**config.mk**
```make
export PLATFORM = sky130hd
export DESIGN_NAME = wdt_intr_ctrl
export DESIGN_NICKNAME = d
export VERILOG_FILES = /design/src/rtl/wdt_intr_ctrl.sv
export SDC_FILE = /design/constraint.sdc
export NUM_CORES = 1
export LEC_CHECK = 0
export BUFFER_PORTS_ARGS = -buffer_cell sky130_fd_sc_hd__buf_2
export CORE_ASPECT_RATIO = 2
export CORE_MARGIN = 2
export CORE_UTILIZATION = 40
export DETAILED_ROUTE_END_ITERATION = 8
export PLACE_DENSITY = 0.71
export SETUP_SLACK_MARGIN = 0.4
export SYNTH_ARGS = -nofsm -noshare
export SYNTH_HDL_FRONTEND = slang
export SYNTH_SLANG_ARGS = --single-unit
export TNS_END_PERCENT = 30
```
**constraint.sdc**
```tcl
create_clock -name clk -period 2 [get_ports clk]
set_input_delay 0.1 -clock clk [delete_from_list [all_inputs] [get_ports clk]]
set_output_delay 0.1 -clock clk [all_outputs]
set_load 0.02 [all_outputs]
```
**src/rtl/wdt_intr_ctrl.sv**
```systemverilog
// Watchdog interrupt/status controller: sticky W1C timeout status, maskable interrupts,
// serviced pulses back to the timer core, and the cascade-mode fatal -> NMI sequencer.
module wdt_intr_ctrl #(
    parameter int NMI_DLY_W = 8
) (
    input  logic                 clk,
    input  logic                 cptra_rst_b,
    input  logic                 t1_timeout,
    input  logic                 t2_timeout,
    input  logic                 fatal_timeout,
    input  logic                 timer2_en,
    input  logic                 intr_en_t1,
    input  logic                 intr_en_t2,
    input  logic                 sts_clr_t1,
    input  logic                 sts_clr_t2,
    input  logic [NMI_DLY_W-1:0] nmi_delay,
    output logic                 t1_sts,
    output logic                 t2_sts,
    output logic                 t1_intr,
    output logic                 t2_intr,
    output logic                 wdt_timer1_timeout_serviced,
    output logic                 wdt_timer2_timeout_serviced,
    output logic                 fatal_err,
    output logic                 nmi,
    output logic [1:0]           fsm_state
);

    typedef enum logic [1:0] {
        IDLE     = 2'd0,
        NMI_WAIT = 2'd1,
        FATAL    = 2'd2
    } state_t;

    state_t               state_q, state_d;
    logic [NMI_DLY_W-1:0] dly_cnt_q, dly_cnt_d;
    logic                 fatal_err_d, nmi_d;
    logic                 t1_q, t2_q, fatal_q;
    logic                 t1_rise, t2_rise, fatal_rise;
    logic                 is_idle;

    // History flops reset low so a level already high at reset release counts as an edge.
    assign t1_rise    = t1_timeout & ~t1_q;
    assign t2_rise    = t2_timeout & ~t2_q;
    assign fatal_rise = fatal_timeout & ~fatal_q;
    assign is_idle    = (state_q == IDLE);

    always_ff @(posedge clk or negedge cptra_rst_b) begin
        if (!cptra_rst_b) begin
            t1_q    <= 1'b0;
            t2_q    <= 1'b0;
            fatal_q <= 1'b0;
            t1_sts  <= 1'b0;
            t2_sts  <= 1'b0;
            wdt_timer1_timeout_serviced <= 1'b0;
            wdt_timer2_timeout_serviced <= 1'b0;
        end else begin
            t1_q    <= t1_timeout;
            t2_q    <= t2_timeout;
            fatal_q <= fatal_timeout;
            // A new timeout edge takes priority over a same-cycle firmware clear.
            t1_sts  <= t1_rise | (t1_sts & ~sts_clr_t1);
            t2_sts  <= (t2_rise & timer2_en) | (t2_sts & ~sts_clr_t2);
            wdt_timer1_timeout_serviced <= sts_clr_t1 & t1_sts & ~t1_rise & is_idle;
            wdt_timer2_timeout_serviced <= sts_clr_t2 & t2_sts & ~t2_rise & is_idle;
        end
    end

    assign t1_intr = t1_sts & intr_en_t1;
    assign t2_intr = t2_sts & intr_en_t2;

    always_ff @(posedge clk or negedge cptra_rst_b) begin
        if (!cptra_rst_b) begin
            state_q   <= IDLE;
            dly_cnt_q <= '0;
            fatal_err <= 1'b0;
            nmi       <= 1'b0;
        end else begin
            state_q   <= state_d;
            dly_cnt_q <= dly_cnt_d;
            fatal_err <= fatal_err_d;
            nmi       <= nmi_d;
        end
    end

    always_comb begin
        state_d     = state_q;
        dly_cnt_d   = dly_cnt_q;
        fatal_err_d = fatal_err;
        nmi_d       = nmi;
        case (state_q)
            IDLE: begin
                if (fatal_rise) begin
                    fatal_err_d = 1'b1;
                    if (nmi_delay == '0) begin
                        state_d = FATAL;
                        nmi_d   = 1'b1;
                    end else begin
                        state_d   = NMI_WAIT;
                        dly_cnt_d = nmi_delay;
                    end
                end
            end
            NMI_WAIT: begin
                // Counter is at least 1 here, so it leaves this state before it could wrap.
                dly_cnt_d = dly_cnt_q - NMI_DLY_W'(1);
                if (dly_cnt_q == NMI_DLY_W'(1)) begin
                    state_d = FATAL;
                    nmi_d   = 1'b1;
                end
            end
            FATAL:   state_d = FATAL;
            default: state_d = IDLE;
        endcase
    end

    assign fsm_state = state_q;

endmodule

```
Word level (Yosys, flattened, before mapping)
Cells that the tools add are included.
- equality and inequality tests: 7
- bitwise operators: 23
- multiplexer cells: 11
- reduce and logical (&&, ||, !) cells: 7
- add/sub/neg operators: 1
- operators by type and width (kind ; number):
    $mux 8 ; 2
    $pmux 8 s2 ; 1
    $and 1x1->1 ; 14
    $eq 8x1->1 const B ; 1
    $logic_not 8->1 ; 1
    $sub 8x1->8 const B ; 1
    $not 1->1 ; 7
    $mux 2 ; 3
    $ne 2x2->1 const B ; 3
    $pmux 2 s3 ; 1
    $reduce_and 2->1 ; 2
    $reduce_and 4->1 ; 1
    $mux 1 ; 3
    $reduce_and 3->1 ; 1
    $eq 2x1->1 const B ; 1
    $eq 2x2->1 const B ; 1
    $logic_not 2->1 ; 1
    $ne 2x1->1 const B ; 1
    $or 1x1->1 ; 2
    $pmux 1 s2 ; 1
    $reduce_bool 2->1 ; 1
- output and inout port bits: 10
- logic and storage cells: 60
- bits in registers: 19
- input port bits: 18

Logic depth before layout (Yosys ltp)
- depth in word-level cells: 5
- gate-level depth with buffers: 7
- gate-level depth less buffers: 6

Least setup slack after synthesis
OpenSTA, ideal clock, no wires.
- path type: register to register
- start point: register state_q[0] (netlist: fsm_state[0])
- end point: register dly_cnt_q[7]
- clock period less this slack: 1.697 ns
- stages on the path, launching flop included: 8
- slack: 0.303 ns
- data arrival time: 1.570 ns
- library setup time: 0.127 ns
- required time: 1.873 ns
- path buffers: 1
- cell sequence: dfrtp_1 > inv_1 > ha_1 > clkbuf_1 > and2b_2 > a21o_1 > a31oi_1 > a211oi_1
- longest elaborated chain between the ends: 3
- elaborated cells between the ends (all ways): 7
- classes of those cells: eq/ne: 3; mux: 1; reduce/logical: 3
- ends and longest elaborated chain (element ; line ; RTL):
    start, declared ; 34 ; state_t state_q, state_d;
    start signal, assigned ; 78 ; state_q <= state_d;
    $logic_not 2->1 / $eq 2x1->1 (equally long branches) ; 90 ; case (state_q)
    $ne 2x2->1 (no source line) / $reduce_bool 2->1 (equally long branches) ; -- ;
    $reduce_and 3->1 (no source line) ; -- ;
    end signal, assigned ; 79 ; dly_cnt_q <= dly_cnt_d;
    end, declared ; 35 ; logic [NMI_DLY_W-1:0] dly_cnt_q, dly_cnt_d;
Parallel ways exist; a longest one is shown, timed or not.
A chain may end at the register's enable or synchronous reset.

Worst setup path after layout
Ends and elaborated chain as after synthesis.

==> flow_metrics.py <==
metrics = {
    "status": {
        "outcome": "finished clean",
    },
    "power": {
        "intPower_mw": 1.14,
        "comb_power_share": 0.521,
        "finalPower_mw": 1.98,
        "seqPwrFrac": 0.340,
        "p_leak_nw": 0.649,
        "vdd_ir_drop_max_v": 0.000908,
        "clockPowerShare": 0.138,
        "p_switching_uw": 835,
        "p_per_area_nw_per_um2": 1360,
        "sw_frac_of_total": 0.423,
    },
    "clock_tree": {
        "clkSinkCount": 19,
        "htree_levels": 1,
        "cts.root.buffer_cell": "clkbuf_8",
        "path_clk_slew_ns": 0.07,
        "cts_tree": "yes",
        "numCtsBuffers": 3,
        "cts_buffer_depth": 2,
        "clkLatencyLatePin_ns": 0.26,
    },
    "critical_path": {
        "crit_type": "reg -> reg",
        "critPathMaxFanout": 7,
        "crit_arrival_ns": 1.73,
        "rrSetupSlack_ns": 0.40,
        "start_kind": "flip-flop",
        "crit_required_ns": 2.14,
        "crit_path_end_kind": "flip-flop",
    },
    "floorplanning": {
        "die_h_um": 78.8,
        "rows": 27,
        "num_io_pins": 28,
        "core_area_sq_um": 2700,
        "die_x_um": 41.4,
        "initial_core_util": 0.414,
        "die_area_sq_um": 3260,
    },
    "global_route": {
        "grt_pass1_vias": 1123,
        "grtUsageMet2": 0.345,
        "grt_pass1_wl_um": 4890,
        "grt_antenna_before_repair": 0,
        "met3_usage": 0.0227,
        "grtUsageMet1": 0.190,
        "gr-max-usage-layer": "met2",
        "track_usage": 0.191,
        "grt_max_degree": 20,
        "grt_remaining_overflow": 0,
    },
    "timing": {
        "holdWs_ns": 0.0203,
        "max-slew-margin-rel": 0.640,
        "tightest_slew_ns": 0.535,
        "finalSetupViolations": 0,
        "finalMaxSlewViolations": 0,
        "fmax_ghz": 0.625,
        "fin_crit_sh": 0.800,
        "finalHoldViolCount": 0,
        "tns_ns": 0,
        "period_minus_slack_ns": 1.60,
        "rsz0062_at_grt": "true",
        "fin_skew_ns": 0.00493,
    },
    "layout": {
        "stdcell_area_sq_um": 1450,
        "diodes": 0,
        "area_growth_pct": 29.6,
        "drive_above_1_share": 0.384,
        "final_nets": 175,
        "num-fill-cells": 256,
        "mostFrequentLayoutCell": "buf_2",
        "mostFrequentLayoutCells": "buf_2, dfrtp_1, nand2_1",
    },
    "detailed_routing": {
        "route.final.wire_length_um": 2930,
        "antenna_left": 0,
        "drt_iter0_drc": 51,
        "wl_per_cell_um": 16.3,
        "vias": 1046,
        "drc_errors": 0,
        "viasPerCell": 5.81,
        "firstDrtPassIters": 4,
    },
    "yosys": {
        "synth_nets": 137,
        "synth_area_sq_um": 1120,
        "synth_flop_cell": "dfrtp_1",
        "synthArstFlopShare": 1.00,
        "synthDistinctLibCells": 38,
        "syn_area_per_cell_sq_um": 9.82,
        "ys_ff_latch": 19,
        "synth_cells": 114,
        "synth_seq_area_share": 0.425,
        "synth_edf_count": 0,
        "yosys_warnings": 0,
    },
    "placed_design": {
        "place.gp.congestion": 0.823,
        "io_buffers": 27,
        "dpl.hpwl_um": 2050,
        "postPlaceCellArea_sq_um": 1280,
    },
    "hold_path": {
        "worst_hold_path_type": "in -> reg",
    },
    "job": {
        "drv_cap": 0,
    },
}
-- worst paths after layout --
path | from | end | cells after the start
setup / recovery | fsm_state[0] | dly_cnt_q[7] | 6
hold / removal | sts_clr_t2 | t2_sts | 2
setup reg to reg | fsm_state[0] | dly_cnt_q[7] | 6
hold reg to reg | fatal_err | fatal_err | 1
max in group asynchronous | cptra_rst_b | fsm_state[0] | 2
min in group asynchronous | cptra_rst_b | fatal_q | 2
-- sequential cells by signal, summed over array words and instances, names as in the netlist --
| register | cells |
|---|---|
| t1_q | 1 |
| fatal_err | 1 |
| t2_q | 1 |
| t2_sts | 1 |
| fsm_state | 2 |
| wdt_timer2_timeout_serviced | 1 |
| nmi | 1 |
| fatal_q | 1 |
| wdt_timer1_timeout_serviced | 1 |
| t1_sts | 1 |
| dly_cnt_q | 8 |
-- worst max-delay path, cell delays in order, from the launching register on --
cell and delay [ns]:
dfrtp_2 0.45, inv_2 0.10, ha_4 0.17, and2b_2 0.26, a21o_1 0.16, a31oi_1 0.21
a211oi_1 0.12
-- final cells by class --
type	count	area, sq um	area share
Clock inverter	1	5.00	0.00345
Clock buffer	3	41.3	0.0284
Sequential cell	19	479	0.330
Timing Repair Buffer	37	220	0.152
Multi-Input combinational cell	84	643	0.443
Inverter	7	26.3	0.0181
Tap cell	29	36.3	0.0250
-- cells in the mapped netlist, types with 2 or more instances --
master    count  area share
a21o_1        3       0.020
a21oi_1       5       0.022
a22o_1        2       0.016
a31oi_1       7       0.039
and2_1        2       0.011
clkbuf_1      2      0.0067
dfrtp_1      19        0.42
ha_1          5       0.056
inv_1         7       0.023
mux2i_1       4       0.036
nand2_1       9       0.030
nand2b_1      4       0.022
nand3_1       3       0.013
nand3b_1      2       0.013
nor2_1        6       0.020
nor2b_1       4       0.022
nor3_1        2      0.0089
nor3b_1       2       0.013
nor4_2        2       0.022
o21ai_0       4       0.018
o22a_1        3       0.023
-- power groups by stage --
stage	registers (mW)	logic (mW)	clock network (mW)
floorplan	0.669	0.603	0
global placement	0.641	0.803	0
detailed placement	0.654	0.847	0
CTS	0.657	0.978	0.272
global route	0.690	1.12	0.290
finish	0.672	1.03	0.273
-- repair_timing --
action                     CTS  global route
setup endpoints to repair    9             8
buffers inserted             3             1
gates resized for setup     10             5
pin swaps                    0             4
cloned                       0             0
hold endpoints to repair    22             0
hold buffers                 4             0
-- layer usage --
| layer | routed length (um) | vias up | part of all wire |
|---|---|---|---|
| met1 | 1050 | 505 | 0.36 |
| met4 | 140 | 0 | 0.048 |
| met3 | 101 | 15 | 0.035 |
| li1 | - | 487 | - |
| met5 | 0 | - | 0 |
| met2 | 1640 | 39 | 0.56 |
-- kinds of logic (layout without fill, tap and decap cells) --
family                     Yosys count  count (layout)  synth area share
and+or+nand+nor                     42              42             0.223
DFF                                 19              19             0.425
buffers and inverters               11              48            0.0525
muxes                                5               5            0.0458
adders and majority gates            5               5            0.0559
AOI/OAI and AO/OA                   32              32             0.198
-- per-stage QoR --
step	utilization	cells	setup slack (ns)
2_1_floorplan	-	114	0.416
3_5_place_dp	0.472	168	0.186
4_1_cts	0.528	179	0.395
6_report	0.537	180	0.400
3_3_place_gp	0.472	168	0.343
5_1_grt	0.537	180	0.353
(Power assumes the default switching activity.)
